### src/rtl/serial_mul_if.sv
// Start/finish handshake bundle between the EX stage and the serial multiplier.
// The master side issues operands; the slave side (the multiplier) returns the product.
interface serial_mul_if #(
  parameter int WIDTH = 32
);
  logic             start_i;
  logic             if_signed_i;
  logic [WIDTH-1:0] multiplicand_i;
  logic [WIDTH-1:0] multiplier_i;
  logic [WIDTH-1:0] product_hi_o;
  logic [WIDTH-1:0] product_lo_o;
  logic             finish_o;

  modport master (
    output start_i, if_signed_i, multiplicand_i, multiplier_i,
    input  product_hi_o, product_lo_o, finish_o
  );

  modport slave (
    input  start_i, if_signed_i, multiplicand_i, multiplier_i,
    output product_hi_o, product_lo_o, finish_o
  );
endinterface

### src/rtl/serial_mul.sv
// Iterative shift-add multiplier for MULT/MULTU, one product bit per cycle.
// Optional SERIAL_MUL_ZERO_BYPASS_EN: a zero operand skips straight to FINISH.
//
// state   | meaning
// IDLE    | waiting for start_i; latches operand magnitudes and result sign
// ONGOING | 32 shift-add iterations, counter 0..31
// FINISH  | applies sign, registers product, pulses finish_o
module serial_mul #(
  parameter int WIDTH = 32
) (
  input  logic        clk,
  input  logic        rst,
  serial_mul_if.slave bus
);
  localparam int CW = $clog2(WIDTH);

  typedef enum logic [1:0] {
    IDLE    = 2'd0,
    ONGOING = 2'd1,
    FINISH  = 2'd2
  } state_t;

  state_t           state, state_nxt;
  logic [CW-1:0]    counter;
  logic [WIDTH-1:0] mcand, mplier;
  logic [WIDTH-1:0] acc_hi, acc_lo;
  logic             neg;
  logic [WIDTH-1:0] a_abs, b_abs;
  logic [WIDTH:0]   sum;
  logic [2*WIDTH-1:0] acc_full, prod_nxt;
  logic             zero_op;

  assign a_abs = (bus.if_signed_i && bus.multiplicand_i[WIDTH-1]) ? -bus.multiplicand_i
                                                                 : bus.multiplicand_i;
  assign b_abs = (bus.if_signed_i && bus.multiplier_i[WIDTH-1]) ? -bus.multiplier_i
                                                               : bus.multiplier_i;

`ifdef SERIAL_MUL_ZERO_BYPASS_EN
  assign zero_op = (bus.multiplicand_i == '0) || (bus.multiplier_i == '0);
`else
  assign zero_op = 1'b0;
`endif

  // 33-bit add keeps the carry that shifts into acc_hi's MSB
  assign sum      = {1'b0, acc_hi} + (mplier[0] ? {1'b0, mcand} : '0);
  assign acc_full = {acc_hi, acc_lo};
  assign prod_nxt = neg ? (~acc_full + 1'b1) : acc_full;

  always_ff @(posedge clk) begin
    if (rst) state <= IDLE;
    else     state <= state_nxt;
  end

  always_comb begin
    state_nxt = state;
    if (!bus.start_i) begin
      state_nxt = IDLE;
    end else begin
      case (state)
        IDLE:    state_nxt = zero_op ? FINISH : ONGOING;
        ONGOING: if (counter == CW'(WIDTH - 1)) state_nxt = FINISH;
        FINISH:  state_nxt = IDLE;
        default: state_nxt = IDLE;
      endcase
    end
  end

  always_ff @(posedge clk) begin
    if (rst) begin
      counter          <= '0;
      mcand            <= '0;
      mplier           <= '0;
      acc_hi           <= '0;
      acc_lo           <= '0;
      neg              <= 1'b0;
      bus.finish_o     <= 1'b0;
      bus.product_hi_o <= '0;
      bus.product_lo_o <= '0;
    end else begin
      bus.finish_o <= 1'b0;
      if (!bus.start_i) begin
        counter <= '0;
        acc_hi  <= '0;
        acc_lo  <= '0;
      end else begin
        case (state)
          IDLE: begin
            mcand   <= a_abs;
            mplier  <= b_abs;
            neg     <= zero_op ? 1'b0
                               : (bus.if_signed_i &
                                  (bus.multiplicand_i[WIDTH-1] ^ bus.multiplier_i[WIDTH-1]));
            acc_hi  <= '0;
            acc_lo  <= '0;
            counter <= '0;
          end
          ONGOING: begin
            acc_hi  <= sum[WIDTH:1];
            acc_lo  <= {sum[0], acc_lo[WIDTH-1:1]};
            mplier  <= mplier >> 1;
            counter <= counter + CW'(1);
          end
          FINISH: begin
            {bus.product_hi_o, bus.product_lo_o} <= prod_nxt;
            bus.finish_o <= 1'b1;
          end
          default: ;
        endcase
      end
    end
  end
endmodule

### src/flat_wrapper.sv
// flat-port wrapper written by rule: the top's interface ports become plain ports
module serial_mul_flat 
#(
  parameter int WIDTH = 32
)
  (clk, rst, bus_start_i, bus_if_signed_i, bus_multiplicand_i, bus_multiplier_i, bus_product_hi_o, bus_product_lo_o, bus_finish_o);
  serial_mul_if #(.WIDTH(WIDTH)) bus_i ();
  input  logic clk;
  input  logic rst;
  input wire logic [$bits(bus_i.start_i)-1:0] bus_start_i;
  input wire logic [$bits(bus_i.if_signed_i)-1:0] bus_if_signed_i;
  input wire logic [$bits(bus_i.multiplicand_i)-1:0] bus_multiplicand_i;
  input wire logic [$bits(bus_i.multiplier_i)-1:0] bus_multiplier_i;
  output wire logic [$bits(bus_i.product_hi_o)-1:0] bus_product_hi_o;
  output wire logic [$bits(bus_i.product_lo_o)-1:0] bus_product_lo_o;
  output wire logic [$bits(bus_i.finish_o)-1:0] bus_finish_o;
  assign bus_i.start_i = bus_start_i;
  assign bus_i.if_signed_i = bus_if_signed_i;
  assign bus_i.multiplicand_i = bus_multiplicand_i;
  assign bus_i.multiplier_i = bus_multiplier_i;
  assign bus_product_hi_o = bus_i.product_hi_o;
  assign bus_product_lo_o = bus_i.product_lo_o;
  assign bus_finish_o = bus_i.finish_o;
  serial_mul #(.WIDTH(WIDTH)) u_core (.clk(clk), .rst(rst), .bus(bus_i));
endmodule
### config.mk
export PLATFORM = sky130hd
export DESIGN_NAME = serial_mul_flat
export DESIGN_NICKNAME = d
export VERILOG_FILES = /design/src/rtl/serial_mul_if.sv /design/src/rtl/serial_mul.sv /design/src/flat_wrapper.sv
export SDC_FILE = /design/constraint.sdc
export NUM_CORES = 1
export LEC_CHECK = 0
export BUFFER_PORTS_ARGS = -buffer_cell sky130_fd_sc_hd__buf_2
export CAP_MARGIN = 20
export CORE_UTILIZATION = 35
export DETAILED_ROUTE_END_ITERATION = 6
export SLEW_MARGIN = 5
export SYNTH_ARGS = -nofsm -noshare
export SYNTH_HDL_FRONTEND = slang
export SYNTH_SLANG_ARGS = --single-unit
### constraint.sdc
create_clock -name clk -period 5.9 [get_ports clk]
set_clock_uncertainty 0.05 [all_clocks]
set_input_delay 1.475 -clock clk [delete_from_list [all_inputs] [get_ports clk]]
set_output_delay 1.475 -clock clk [all_outputs]
set_load 0.02 [all_outputs]
* Yosys cells after proc, flatten, opt, wreduce, memory -nomap -nowiden *
Index checks and enable logic that the tools add are counted.

operators by class
  add/subtract/negate cells = 5
  multipliers = 0
  div/mod/pow operators = 0
  order comparisons = 0
  equal/unequal tests = 4
  shifts and indexed selects = 0
  multiplexer cells = 11
  bitwise logic cells = 4
  reduce and logical (&&, ||, !) cells = 8

operator list
  operator                 count
  $pmux W32 S2             3
  $mux W32                 3
  $add A64 B1 Y64 const B  1
  $mux W64                 1
  $neg A32 Y32             2
  $not A64 Y64             1
  $add A32 B33 Y33         1
  $pmux W5 S2              1
  $reduce_and A2 Y1        3
  $add A5 B1 Y5 const B    1
  $eq A5 B5 Y1 const B     1
  $pmux W2 S2              1
  $eq A2 B1 Y1 const B     1
  $eq A2 B2 Y1 const B     1
  $logic_and A1 B1 Y1      2
  $logic_not A2 Y1         1
  $mux W2                  1
  $ne A2 B1 Y1 const B     1
  $reduce_bool A2 Y1       1
  $reduce_or A2 Y1         1
  $and A1 B1 Y1            1
  $mux W1                  1
  $not A1 Y1               1
  $xor A1 B1 Y1            1

storage, ports and cells
  bits in registers = 201
  bits in latches = 0
  bits in writable memories = 0
  memory bits (read-only) = 0
  input bits = 68
  output and inout port bits = 65
  word-level logic and storage cells = 42
  memories = 0

* Depth between registers and ports, before layout *
Gate-level depths: netlist of run 1.

  word-level depth = 3
  gate-level depth with buffers = 12
  depth with buffers taken out = 11

* Least setup slack after synthesis of run 1 *
Ideal clock, no wire load.

  path kind = input -> register
  start point = input bus_multiplier_i[10]
  end point = register u_core.mplier[23]
  library setup time = 116 ps
  arrival = 3,619 ps
  path slack = 2,115 ps
  cell stages on the path = 7
  path buffers = 1
  path through = or4_1 or4_1 clkbuf_1 o41ai_1 xor2_1 a21oi_1 a31o_2

on the way
  cells in the longest elaborated chain, start to end = 3

ends and longest elaborated chain
  what                  RTL line            RTL
  start, declared       flat_wrapper.sv:13  input wire logic [$bits(bus_i.multiplier_i)-1:0] bus_multiplier_i;
  $neg A32 Y32          serial_mul.sv:35    assign b_abs = (bus.if_signed_i && bus.multiplier_i[WIDTH-1]) ? -bus.multiplier_i
  $mux W32              serial_mul.sv:35
  $pmux W32 S2          serial_mul.sv:86    case (state)
  end signal, assigned  serial_mul.sv:89    mplier <= b_abs;
  end signal, assigned  serial_mul.sv:100   mplier <= mplier >> 1;
  end, declared         serial_mul.sv:25    logic [WIDTH-1:0] mcand, mplier;

Every way passes these cells.
A chain may end at the register's enable or synchronous reset.

* Final worst setup path of run 1 *
  start point = register u_core.mplier[0]
  end point = register u_core.acc_hi[26]

on the way
  cells in the longest elaborated chain, start to end = 3

ends and longest elaborated chain
  what                  RTL line          RTL
  $mux W32              serial_mul.sv:45  assign sum = {1'b0, acc_hi} + (mplier[0] ? {1'b0, mcand} : '0);
  $add A32 B33 Y33      serial_mul.sv:45
  $pmux W32 S2          serial_mul.sv:86
  end signal, assigned  serial_mul.sv:98  acc_hi <= sum[WIDTH:1];
  end, declared         serial_mul.sv:26  logic [WIDTH-1:0] acc_hi, acc_lo;

Every way passes these cells.

==> reports/qor.csv, run 1 <==
metric;value;unit
async_flop_share;0;%
wirelength;31600;µm
p_leak;5.41;nW
crit_path_end_kind;flop;
synth-seq-cells;201;
hold_viol;0;
h-tree-depth;1;
areaGrowthSynthToFinish;16.0;%
hold_ws;0.400;ns
synth_warnings;0;
finalCriticalPeriod;3.77;ns
dieWidth;184;µm
grt_pass1_vias;9799;
crit_arrival;4.13;ns
syn_area;11600;µm²
postCtsSetupBuffers;0;
postCtsHoldBufs;0;
rows;66;
clock_latency;0.53;ns
dp_hpwl;22900;µm
antenna_found_initial;1;
cts_resized;0;
cp-start-kind;flop;
layout.nets;1603;
port_buffers;132;
drive_gt1_share;14.3;%
drv_slew;0;
ys.flop_type;dfxtp_1;
num_io_pins;133;
power_density;241;nW/µm²
vdd_drop_max;0.184;mV
synth_edf_count;0;
max_slew.worst_pin.slew;1.07;ns
grt.total_usage;18.7;%
clk_pin_slew;0.06;ns
critical_path_required;6.26;ns
grt.overflow.total;0;
cts-root-buf;clkbuf_16;
rsz0062_at_grt;false;
fillerInstances;3331;
antenna_cells;0;
drv_cap;0;
fmax;265;MHz
grt_max_degree;60;
outcome;finished, final reports clean;
syn_area_per_cell;8.16;µm²
synth_cells;1418;
vias;10500;
gp_congestion;0.890;
path_max_fanout;33;
drc_errors;0;
clockBufferDepth;3;
final_common_cell;dfxtp_1;
cts_made_buffers;23;
first_pass_iters;4;
tritoncts;built;
drtIter0Drc;611;
numClockSinks;201;
setup_tns;0;ns
final_cell_mix;dfxtp_1, nand2_1, buf_2, nor2_1, a21oi_1;
drtAntennaViolNets;0;
syn-num-nets;1524;
core;32500;µm²
worstSetupPathType;flop to flop;
wl_per_cell;16.2;µm
viasPerCell;5.39;
seq_area_frac_synth;34.8;%
hp-class;flop to flop;
slew-limit-headroom;28.8;%
finalCritPeriodShare;63.9;%
die_y;184;µm
start_util;35.6;%
dieArea;33800;µm²
synth_cell_types;68;
setup_viol;0;
grt_pass1_wl;52200;µm
[metal layers]
| layer | up-vias | GRT usage (%) | wire length (µm) | part of all wire, % |
|---|---|---|---|---|
| met5 | - | 0 | 13 | 0.041 |
| met4 | 2 | 3.87 | 476 | 1.5 |
| met3 | 37 | 2.65 | 1670 | 5.3 |
| met2 | 250 | 28.1 | 13000 | 41 |
| met1 | 4880 | 27.9 | 16500 | 52 |
| li1 | 5370 | - | - | - |
[area by class of cell]
class | instances | area, µm² | share of cell area (%)
Clock buffer | 31 | 666 | 4.96
Clock inverter | 10 | 175 | 1.30
Tap cell | 442 | 553 | 4.12
Multi-Input combinational cell | 1095 | 7110 | 52.9
Timing Repair Buffer | 151 | 806 | 6.00
Inverter | 25 | 93.8 | 0.699
Sequential cell | 201 | 4030 | 30.0
[critical path: stages (launching register included)]
cell and delay [ns]:
dfxtp_1 0.83, nand2_1 0.28, inv_1 0.11, ha_1 0.12, a21o_1 0.13, nand4_1 0.14, a2111oi_0 0.88, o21ai_0 0.46
a21oi_1 0.29, o221ai_1 0.13, a41o_1 0.22
[sequential cells by signal, indices dropped and copies added, names as in the netlist]
register	cells
u_core.bus.product_lo_o	32
u_core.bus.finish_o	1
u_core.mcand	32
u_core.neg	1
u_core.state	2
u_core.acc_hi	32
u_core.bus.product_hi_o	32
u_core.mplier	32
u_core.acc_lo	32
u_core.counter	5
[cell usage after synthesis, types with 3 or more instances]
cell	count	area share, %
nor3_1	33	1.4
and3_1	15	0.81
nor4b_1	3	0.23
o21ai_0	71	3.1
o211ai_1	9	0.58
o221ai_1	26	2.0
a22oi_1	3	0.19
or3_1	14	0.76
o21a_1	4	0.26
buf_1	3	0.097
nand3b_1	3	0.19
ha_1	37	4.0
a211oi_1	64	4.2
o2111ai_1	4	0.30
or4_1	18	1.2
a21o_1	14	0.91
dfxtp_1	201	35
or2_2	7	0.38
nand3_1	12	0.52
nand2_1	145	4.7
o31ai_1	26	1.7
a41o_1	4	0.35
o31ai_2	3	0.32
o41ai_1	18	1.4
a2111oi_0	6	0.45
a31oi_1	11	0.59
xor2_1	71	5.4
nor4_1	10	0.54
clkbuf_1	91	3.0
a21oi_1	117	5.1
nand4_1	11	0.59
xnor2_1	65	4.9
nand2b_1	6	0.32
mux2i_1	8	0.69
a22o_1	47	3.6
and2_1	40	2.2
nor2_1	132	4.3
inv_1	25	0.81
[per-stage QoR]
stage / utilization (%) / std cells / power [mW] / worst slack (ns) / cell area, µm²
CTS: 41.3 / 1955 / 3.28 / 2.15 / 13400
floorplan: - / 1418 / 1.61 / 2.12 / 11600
finish: 41.3 / 1955 / 3.24 / 2.13 / 13400
detailed placement: 38.7 / 1914 / 1.70 / 1.74 / 12600
global placement: 38.7 / 1914 / 1.70 / 1.76 / 12600
global route: 41.3 / 1955 / 3.38 / 1.83 / 13400
[power breakdown]
part | internal [mW] | switching [mW]
clock | 0.972 | 0.596
sequential | 1.39 | 0.0229
combinational | 0.0995 | 0.158
[cell families after synthesis]
kind of cell             synth area share, %
flip-flops                              34.8
buffers and inverters                   4.10
AND/OR/NAND/NOR                         18.9
multiplexers                           0.692
XOR/XNOR                                10.3
AO/OA/AOI/OAI                           27.0
adder cells (fa/ha/maj)                 4.17
[final timing paths]
| check | endpoint | cells after the start | slack (ns) | startpoint |
|---|---|---|---|---|
| worst max-delay path | u_core.acc_hi[26] | 10 | 2.13 | u_core.mplier[0] |
| worst min-delay path | u_core.mplier[2] | 2 | 0.40 | u_core.mplier[2] |
| worst max register to register | u_core.acc_hi[26] | 10 | 2.13 | u_core.mplier[0] |
| worst min register to register | u_core.mplier[2] | 2 | 0.40 | u_core.mplier[2] |
(Power assumes the default switching activity.)
==> run 2, diff against run 1 <==
==> constraint.sdc (replaced) <==
create_clock -name clk -period 3.6 [get_ports clk]
set_clock_uncertainty 0.05 [all_clocks]
set_input_delay 0.9 -clock clk [delete_from_list [all_inputs] [get_ports clk]]
set_output_delay 0.9 -clock clk [all_outputs]
set_load 0.02 [all_outputs]
==> reports/qor.csv, run 2 (same netlist as run 1, synthesis figures left out) <==
metric;value;unit;change
outcome;finished, final reports clean;;
finalCriticalPeriod;3.21;ns;-0.563 ns
numClockSinks;201;;unchanged
grt_max_degree;66;;+10%
critical_path_required;3.96;ns;-2.30 ns
dp_hpwl;23900;µm;+4.3%
antenna_cells;0;;unchanged
drive_gt1_share;15.5;%;+1.2 points
crit_path_end_kind;flop;;
dieWidth;184;µm;unchanged
drtAntennaViolNets;0;;unchanged
dpl.cell_count;1937;;+1.2%
slew-limit-headroom;34.4;%;+5.7 points
grt_pass1_vias;10200;;+3.7%
cts_made_buffers;23;;unchanged
power_density;401;nW/µm²;+66%
drtIter0Drc;655;;+7.2%
vias;10700;;+1.8%
fillerInstances;3407;;+2.3%
rows;66;;unchanged
grt.overflow.total;0;;unchanged
path_max_fanout;11;;-67%
hp-class;flop to flop;;
finalCritPeriodShare;89.1;%;+25 points
drv_slew;0;;unchanged
clockBufferDepth;3;;unchanged
layout.nets;1626;;+1.4%
post_dp_cell_area;12800;µm²;+1.5%
worst_hold_path.endpoint;u_core.mcand[22];;
crit_arrival;3.57;ns;-0.56 ns
cp-start-kind;flop;;
worstReg2RegStart;u_core.acc_lo[30];;
core;32500;µm²;unchanged
drv_cap;0;;unchanged
critical_path_buf_inv_count;0;;-1
port_buffers;132;;unchanged
postCtsSetupBuffers;0;;unchanged
h-tree-depth;1;;unchanged
hold_ws;0.394;ns;-0.00673 ns
hold_viol;0;;unchanged
drc_errors;0;;unchanged
areaGrowthSynthToFinish;18.0;%;
setup_ws;0.391;ns;-1.74 ns
ff2ff_setup_slack;0.39;ns;-1.74 ns
max_slew.worst_pin.slew;0.980;ns;-0.0877 ns
final_cell_mix;dfxtp_1, nand2_1, buf_2, nor2_1, a21oi_1;;
min_from;u_core.mcand[22];;
setup_viol;0;;unchanged
die_y;184;µm;unchanged
design_area;13700;µm²;+1.8%
postCtsHoldBufs;0;;unchanged
gp_congestion;0.893;;+0.30%
worstSetupPathType;flop to flop;;
start_util;35.6;%;unchanged
clk_pin_slew;0.07;ns;about the same
vdd_drop_max;0.318;mV;+73%
antenna_found_initial;0;;-1
final-seq-area;4030;µm²;unchanged
multi_input_area;7110;µm²;unchanged
cp_slowest_cell;or4_1;;
ff2ff_path_depth;7;;-3
first_pass_iters;5;;+1
grt_pass1_wl;52600;µm;+0.78%
hold_path_depth;2;;unchanged
wirelength;32400;µm;+2.3%
clock_latency;0.53;ns;about the same
tritoncts;built;;
rsz0062_at_grt;false;;
utilization;42.0;%;+0.72 points
cts-root-buf;clkbuf_16;;
crit_family;simple AND/OR/NAND/NOR gates;;
crit_chain;or4_1 -> or3_1 -> or4_4 -> or2_1 -> o31ai_2 -> xnor2_1 -> a22o_1;;
num_io_pins;133;;unchanged
slowest_delay;0.61;ns;-0.27 ns
dieArea;33800;µm²;unchanged
r2r-end;u_core.bus.product_hi_o[23];;
final_common_cell;dfxtp_1;;
cts_resized;0;;unchanged
setup_tns;0;ns;unchanged
fmax;312;MHz;+18%
viasPerCell;5.43;;+0.65%
place_worst_setup_slack;0.199;ns;-1.54 ns
wl_per_cell;16.4;µm;+1.1%
stdcell_count;1978;;+1.2%
grt.total_usage;18.9;%;+0.18 points
p_leak;5.55;nW;+2.6%
power;5.48;mW;+69%
==> run 2: cell count changes in the layout (fill, tap and decap cells not counted) <==
cell	change
bufinv_16	+3
clkbuf_1	+1
buf_4	+22
buf_12	+1
clkinvlp_4	-1
clkbuf_8	-2
inv_6	-1
==> run 2: layer usage <==
layer,vias to the layer above,track usage [%],wire (µm)
li1,5416,-,-
met1,5011,27.1,16400
met2,269,29.3,13800
met3,36,3.25,1770
met4,0,3.93,483
met5,-,0,0
==> run 2: layout make-up <==
type / instances / area share (%)
Clock inverter: 11 / 1.82
Sequential cell: 201 / 29.5
Timing Repair Buffer: 174 / 7.25
Tap cell: 442 / 4.05
Clock buffer: 30 / 4.70
Inverter: 25 / 0.687
Multi-Input combinational cell: 1095 / 52.0
==> run 2: how the worst max path moves through the flow <==
stage / startpoint / to / slack (ns) / cells past startpoint
floorplan: bus_multiplier_i[10] / u_core.mplier[23] / 0.39 / 7
global placement: bus_multiplier_i[10] / u_core.mplier[25] / 0.24 / 8
detailed placement: bus_multiplier_i[8] / u_core.mplier[25] / 0.20 / 8
CTS: u_core.acc_lo[4] / u_core.bus.product_hi_o[4] / 0.38 / 7
global route: u_core.mplier[0] / u_core.acc_hi[29] / 0.11 / 11
finish: u_core.acc_lo[30] / u_core.bus.product_hi_o[23] / 0.39 / 7
==> run 2: power breakdown <==
part | total [mW] | internal (mW) | switching (mW) | leakage [nW]
clock | 2.73 | 1.77 | 0.966 | 0.436
combinational | 0.431 | 0.168 | 0.262 | 3.48
sequential | 2.32 | 2.28 | 0.0382 | 1.63
total | 5.48 | 4.22 | 1.27 | 5.55
==> run 2: worst reg2reg max path, stage by stage, from the launching register on <==
cell	delay, ns
dfxtp_1	0.39
or4_1	0.61
or3_1	0.56
or4_4	0.59
or2_1	0.35
o31ai_2	0.24
xnor2_1	0.12
a22o_1	0.21
==> run 3, diff against run 2 <==
--- a/config.mk
+++ b/config.mk
@@ -9,6 +9,7 @@
 export CAP_MARGIN = 20
 export CORE_UTILIZATION = 35
 export DETAILED_ROUTE_END_ITERATION = 6
+export SKIP_CTS_REPAIR_TIMING = 1
 export SLEW_MARGIN = 5
 export SYNTH_ARGS = -nofsm -noshare
 export SYNTH_HDL_FRONTEND = slang
==> constraint.sdc (replaced) <==
create_clock -name clk -period 3.3 [get_ports clk]
set_clock_uncertainty 0.05 [all_clocks]
set_input_delay 0.825 -clock clk [delete_from_list [all_inputs] [get_ports clk]]
set_output_delay 0.825 -clock clk [all_outputs]
set_load 0.02 [all_outputs]
==> reports/qor.csv, run 3 (same netlist as run 1, synthesis figures left out) <==
metric;value;unit;change
multi_input_area;7120;µm²;about the same
grt_pass1_wl;52600;µm;about the same
rsz0062_at_grt;false;;
dp_hpwl;23900;µm;+0.15%
worst_hold_path.endpoint;u_core.mcand[30];;
numClockSinks;201;;unchanged
finalCritPeriodShare;92.2;%;+3.1 points
crit_path_end_kind;flop;;
outcome;finished, final reports clean;;
antenna_cells;0;;unchanged
drtAntennaViolNets;0;;unchanged
core;32500;µm²;unchanged
fmax;329;MHz;+5.5%
num_io_pins;133;;unchanged
h-tree-depth;1;;unchanged
worstSetupPathType;flop to flop;;
viasPerCell;5.43;;about the same
grt_pass1_vias;9962;;-1.9%
gp_congestion;0.907;;+1.6%
first_pass_iters;5;;unchanged
hold_viol;0;;unchanged
grt.total_usage;18.9;%;+0.031 points
vias;10800;;+0.33%
finalCriticalPeriod;3.04;ns;-0.166 ns
areaGrowthSynthToFinish;17.5;%;
hold_path_depth;2;;unchanged
drtIter0Drc;668;;+2.0%
port_buffers;132;;unchanged
cts_made_buffers;23;;unchanged
cts-root-buf;clkbuf_16;;
crit_arrival;3.41;ns;-0.16 ns
drive_gt1_share;15.9;%;+0.39 points
drv_slew;0;;unchanged
dieArea;33800;µm²;unchanged
ff2ff_path_depth;11;;+4
vdd_drop_max;0.372;mV;+17%
path_max_fanout;14;;+3
antenna_found_initial;1;;+1
wl_per_cell;16.3;µm;-0.45%
dieWidth;184;µm;unchanged
min_from;u_core.mcand[30];;
layout.nets;1634;;+0.49%
wirelength;32300;µm;-0.15%
final_common_cell;dfxtp_1;;
power_density;406;nW/µm²;+1.1%
p_leak;5.52;nW;-0.50%
r2r-end;u_core.acc_hi[26];;
drv_cap;0;;unchanged
final-seq-area;4030;µm²;unchanged
setup_tns;0;ns;unchanged
start_util;35.6;%;unchanged
fillerInstances;3350;;-1.7%
grt.overflow.total;0;;unchanged
clock_latency;0.52;ns;about the same
drc_errors;0;;unchanged
power;5.52;mW;+0.63%
clk_pin_slew;0.06;ns;about the same
die_y;184;µm;unchanged
tritoncts;built;;
hold_ws;0.394;ns;-0.0000340 ns
worstReg2RegStart;u_core.mplier[0];;
rows;66;;unchanged
critical_path_required;3.66;ns;-0.30 ns
final_cell_mix;dfxtp_1, nand2_1, buf_2, nor2_1, a21oi_1;;
slew-limit-headroom;36.1;%;+1.6 points
ff2ff_setup_slack;0.26;ns;-0.13 ns
grt_max_degree;91;;+38%
hp-class;flop to flop;;
setup_viol;0;;unchanged
cp-start-kind;flop;;
max_slew.worst_pin.slew;0.959;ns;-0.0206 ns
clockBufferDepth;3;;unchanged
-- run 3: worst max-delay path by stage --
stage / start / cells after the start / to
6_report: u_core.mplier[0] / 11 / u_core.acc_hi[26]
5_1_grt: u_core.acc_lo[4] / 8 / u_core.bus.product_hi_o[31]
4_1_cts: u_core.mplier[0] / 11 / u_core.acc_hi[29]
3_5_place_dp: bus_multiplier_i[8] / 8 / u_core.mplier[25]
3_3_place_gp: bus_multiplier_i[10] / 9 / u_core.mplier[28]
2_1_floorplan: bus_multiplier_i[10] / 7 / u_core.mplier[23]
-- run 3: per-stage QoR --
step	utilization, %	cell area (µm²)	instances	setup WS (ns)
2_1_floorplan	-	11600	1418	0.165
3_3_place_gp	39.5	12800	1944	0.0884
3_5_place_dp	39.5	12800	1944	0.0632
4_1_cts	41.8	13600	1983	0.237
5_1_grt	41.8	13600	1984	0.0184
6_report	41.8	13600	1984	0.257
-- run 3: layout make-up --
class	count	share of cell area (%)
Sequential cell	201	29.6
Clock inverter	11	0.920
Timing Repair Buffer	182	7.91
Clock buffer	28	4.52
Inverter	25	0.690
Tap cell	442	4.07
Multi-Input combinational cell	1095	52.3
-- run 3: report_power, final --
| part | leakage, nW | internal (mW) | switching (mW) |
|---|---|---|---|
| Clock | 0.363 | 1.48 | 1.03 |
| Combinational | 3.53 | 0.187 | 0.284 |
| Sequential | 1.63 | 2.49 | 0.0439 |
| Total | 5.52 | 4.16 | 1.36 |
-- run 3: worst max-delay path, stage by stage, from the launching register on --
cell,delay (ns)
dfxtp_1,0.38
buf_4,0.20
and2_1,0.17
ha_1,0.41
and3_1,0.27
nand4_1,0.23
nor4_1,0.38
o21ai_0,0.14
buf_4,0.17
a21oi_1,0.18
o221ai_1,0.13
a41o_1,0.23
-- run 3: per-layer routing --
layer | routed length (µm) | track usage, %
met1 | 16500 | 28.0
met2 | 13400 | 28.2
met3 | 1800 | 3.15
met4 | 629 | 4.43
met5 | 13 | 0
